### src/rtl/mvau_weight_streamer.sv
// rtl/mvau_weight_streamer.sv - cyclic weight-memory reader presenting weights as a valid/ready stream
//
// Ports:
//   aclk, areset     clock (rising edge), asynchronous active-high reset
//   en               permits issuing new weight-memory reads
//   wmem_addr        registered read address to the weight memory
//   wmem_in          memory read data, valid the cycle after its address
//   out_v/out_rdy    output handshake, a word moves when both are high
//   out_wgt/out_last weight word and end-of-pass flag (address WMEM_DEPTH-1)
//   stall_cnt        cycles with out_v & !out_rdy, saturating
//                    (present only with MVAU_WSTRM_STALL_CNT_EN defined)
module mvau_weight_streamer #(
  parameter int SIMD         = 2,
  parameter int TW           = 1,
  parameter int WMEM_DEPTH   = 4,
  parameter int WMEM_ADDR_BW = 4
) (
  input  logic                    aclk,
  input  logic                    areset,
  input  logic                    en,
  output logic [WMEM_ADDR_BW-1:0] wmem_addr,
  input  logic [SIMD*TW-1:0]      wmem_in,
  output logic                    out_v,
  input  logic                    out_rdy,
  output logic [SIMD*TW-1:0]      out_wgt,
  output logic                    out_last
`ifdef MVAU_WSTRM_STALL_CNT_EN
  ,
  output logic [31:0]             stall_cnt
`endif
);

  localparam int WW = SIMD * TW;
  localparam logic [WMEM_ADDR_BW-1:0] LAST_ADDR = WMEM_ADDR_BW'(WMEM_DEPTH - 1);

  // Two-entry buffer: the head entry is the output register itself, so the
  // outputs never see wmem_in combinationally. tail holds the second word.
  logic [1:0]    occ;
  logic [WW-1:0] tail_wgt;
  logic          tail_last;

  logic          inflight;
  logic          inflight_last;

  logic          pop;
  logic          push;
  logic          issue;
  logic [1:0]    credit_use;

  assign out_v = (occ != 2'd0);
  assign pop   = out_v & out_rdy;
  assign push  = inflight;

  // A word leaving this cycle already frees its slot for the read issued now;
  // without counting it the 2-cycle read round trip would cap throughput
  // below one word per cycle. occ >= pop, so the subtraction cannot wrap.
  assign credit_use = occ + {1'b0, inflight} - {1'b0, pop};
  assign issue      = en & (credit_use < 2'd2);

  always_ff @(posedge aclk or posedge areset) begin
    if (areset) begin
      wmem_addr     <= '0;
      inflight      <= 1'b0;
      inflight_last <= 1'b0;
    end else begin
      inflight <= issue;
      if (issue) begin
        inflight_last <= (wmem_addr == LAST_ADDR);
        wmem_addr     <= (wmem_addr == LAST_ADDR) ? '0 : wmem_addr + 1'b1;
      end
    end
  end

  always_ff @(posedge aclk or posedge areset) begin
    if (areset) begin
      occ       <= 2'd0;
      out_wgt   <= '0;
      out_last  <= 1'b0;
      tail_wgt  <= '0;
      tail_last <= 1'b0;
    end else begin
      case ({push, pop})
        2'b10: begin
          if (occ == 2'd0) begin
            out_wgt  <= wmem_in;
            out_last <= inflight_last;
          end else begin
            tail_wgt  <= wmem_in;
            tail_last <= inflight_last;
          end
          occ <= occ + 2'd1;
        end
        2'b01: begin
          if (occ == 2'd2) begin
            out_wgt  <= tail_wgt;
            out_last <= tail_last;
          end
          occ <= occ - 2'd1;
        end
        2'b11: begin
          // occ is unchanged; the newest word goes behind whatever remains.
          if (occ == 2'd1) begin
            out_wgt  <= wmem_in;
            out_last <= inflight_last;
          end else begin
            out_wgt   <= tail_wgt;
            out_last  <= tail_last;
            tail_wgt  <= wmem_in;
            tail_last <= inflight_last;
          end
        end
        default: begin
        end
      endcase
    end
  end

`ifdef MVAU_WSTRM_STALL_CNT_EN
  always_ff @(posedge aclk or posedge areset) begin
    if (areset) begin
      stall_cnt <= 32'd0;
    end else if (out_v && !out_rdy && (stall_cnt != 32'hFFFF_FFFF)) begin
      stall_cnt <= stall_cnt + 32'd1;
    end
  end
`endif

endmodule

### config.mk
export PLATFORM = sky130hd
export DESIGN_NAME = mvau_weight_streamer
export DESIGN_NICKNAME = d
export VERILOG_FILES = /design/src/rtl/mvau_weight_streamer.sv
export SDC_FILE = /design/constraint.sdc
export NUM_CORES = 1
export LEC_CHECK = 0
export BUFFER_PORTS_ARGS = -buffer_cell sky130_fd_sc_hd__buf_2
export CORE_AREA = 2 2 43 45
export DETAILED_ROUTE_END_ITERATION = 10
export DIE_AREA = 0 0 45 47
export PLACE_DENSITY = 0.72
export SLEW_MARGIN = 10
export SYNTH_ARGS = -nofsm -noshare
export SYNTH_HDL_FRONTEND = slang
export SYNTH_SLANG_ARGS = --single-unit
### constraint.sdc
create_clock -name aclk -period 3.8 [get_ports aclk]
set_clock_uncertainty 0.1 [all_clocks]
set_input_delay 0.57 -clock aclk [delete_from_list [all_inputs] [get_ports aclk]]
set_output_delay 0.57 -clock aclk [all_outputs]
set_load 0.02 [all_outputs]
==> metrics <==
antenna violations before repair=0; leakage=0.475 nW; fin. max-slew vios=0; Worst R2R Setup Slack=1.43 ns; Post-DRT Antenna Nets=0; Clock Sinks=14; Syn Inst Count=66; die area=2120 um^2; # IOs=14; Post-CTS Setup Inserts=0; final setup TNS=0 ns; die height=47 um; layout cells sized above 1=39.8%; Final HPWL DP=965 um; Synth Register Bits=14; Worst slew margin=64.7%; drt total wl=1230 um; # setup viols final=0; vias post-DR=505; core area=1650 um^2; clock buffer count from CTS=3; CTS Buffer Depth=2; vias per inst=5.05; Die X=45 um; maximum clock rate=422 MHz; Fin Hold WS=0.218 ns; HP Class=in2async; routed length per instance=12.3 um; Worst Path Arrival=2.43 ns; max-cap violations=0; Least-Margin Pin Slew=0.529 ns; Pwr per Cell Area=832 nW/um^2; Placement Rows=15; Tot GR Track Use=14.2%; status=finished, final reports clean; Cell variety after synth=20; GPL Wtd Cong=0.733; Hold-fix buffers, CTS=0; cts repair resizes=0; H-tree levels=1; clk_lat worst skew=0.27 ns; CTS tree=done; number of global-route vias before repair=475; CP required=3.86 ns; worst setup path category=reg2reg; worst-case vdd ir drop=0.453 mV; Tmin final=2.37 ns; Startpoint Class=flop; CTS Root Cell=clkbuf_4; sequential area share after synthesis=44.7%; initial detailed-routing violation count=4; first-pass GRT wire length=1990 um; Layout Nets=97; final hold viol count=0; RSZ-0062 raised after global routing=false; diode count=0; FILL cells=151; GR Overflow Total=0; IO buf count=13; warnings from Yosys=0; final period utilization=62.3%; largest net degree at the start of global routing=15; crit-path max FO=4; clk slew on worst S/H paths=0.08 ns; syn nets=79; Starting Density=47.5%; first-pass detailed-route iteration total=2; Mean Syn Cell Area=11.9 um^2; CP endpoint kind=flop; cell area after synthesis=785 um^2; drt drc=0; Layout area overhead=15.6%
[cells in the mapped netlist (all sizes together)]
| cell | number | area (um^2) |
|---|---|---|
| dfrtp | 14 | 350 |
| mux2 | 13 | 146 |
| ha | 7 | 87.6 |
| inv | 6 | 22.5 |
| nand2 | 5 | 21.3 |
| nand3 | 4 | 20.0 |
| nor3b | 3 | 27.5 |
| and2b | 2 | 15.0 |
| nor2 | 2 | 7.51 |
| xnor2 | 2 | 17.5 |
| a21o | 1 | 8.76 |
| a21oi | 1 | 5.00 |
| and3 | 1 | 6.26 |
| nand2b | 1 | 6.26 |
| nor2b | 1 | 6.26 |
| o21ai | 1 | 5.00 |
| xnor3 | 1 | 22.5 |
| xor2 | 1 | 8.76 |
[cell usage in the layout, fill, tap and decap left out]
master,n
dfrtp_1,14
mux2_2,13
buf_2,13
ha_1,7
inv_1,6
nand2_1,4
nand3_1,4
clkbuf_4,3
xnor2_1,2
and2b_1,2
nor3b_1,2
nor2_1,2
nor3b_2,1
xnor3_1,1
nand2_2,1
and3_1,1
xor2_1,1
nor2b_1,1
o21ai_0,1
a21o_2,1
nand2b_1,1
a21oi_1,1
clkbuf_8,1
[through the flow]
stage | util (%) | worst slack, ns | power, mW | cell area (um^2) | instances
after floorplan | - | 1.55 | 0.569 | 785 | 66
after global placement | 52.7 | 1.49 | 0.641 | 871 | 96
after detailed placement | 52.7 | 1.44 | 0.657 | 871 | 96
after CTS | 54.9 | 1.43 | 0.767 | 907 | 100
after global routing | 54.9 | 1.31 | 0.817 | 907 | 100
final | 54.9 | 1.43 | 0.755 | 907 | 100
[power by group]
part           internal (mW)  leakage, nW  total [mW]  switching, mW
Sequential             0.212        0.174       0.256         0.0442
Clock                 0.0582       0.0210       0.104         0.0454
Combinational          0.202        0.280       0.395          0.193
[worst paths after layout]
check	startpoint	end	cells after the start
hold / removal	areset	inflight	2
min in group aclk	out_wgt[0]	out_wgt[0]	1
hold reg to reg	out_wgt[0]	out_wgt[0]	1
setup reg to reg	occ[0]	wmem_addr[1]	8
max in group asynchronous	areset	wmem_addr[0]	2
setup / recovery	occ[0]	wmem_addr[1]	8
[layer usage]
layer  routed length, um  share of wire [%]  track usage [%]  vias up
met3                  39                3.2             2.31        2
met1                 583                 48             17.6      238
met2                 578                 47             20.9        7
li1                    -                  -                -      258
met5                   0                  0                0        -
met4                  26                2.1             14.1        0
[state kept, by name, indices dropped and copies added, names as in the netlist]
signal,cells
inflight_last,1
inflight,1
tail_last,1
occ,2
wmem_addr,4
out_last,1
tail_wgt,2
out_wgt,2
[final cells by class]
| type | instances | area, um^2 | area share (%) |
|---|---|---|---|
| Sequential cell | 14 | 350 | 38.6 |
| Multi-Input combinational cell | 46 | 412 | 45.4 |
| Inverter | 6 | 22.5 | 2.48 |
| Tap cell | 17 | 21.3 | 2.34 |
| Clock buffer | 4 | 36.3 | 4.00 |
| Timing Repair Buffer | 13 | 65.1 | 7.17 |
[worst max-delay path: stages (launching register included)]
cell and delay (ns):
dfrtp_1 0.40, inv_1 0.10, ha_1 0.21, nand2b_1 0.16
ha_1 0.35, nand2_1 0.09, xnor3_1 0.38, nand2_2 0.13
mux2_2 0.34
[cell families (layout without fill, tap and decap cells)]
group	Yosys count	in the layout	synth area share [%]
and+or+nand+nor	19	19	14.0
DFF	14	14	44.7
muxes	13	13	18.7
adders and majority gates	7	7	11.2
buffers and inverters	6	23	2.87
xor gates and xnor gates	4	4	6.22
AOI/OAI and AO/OA	3	3	2.39
Note: power is estimated with default switching activity, not from simulation.
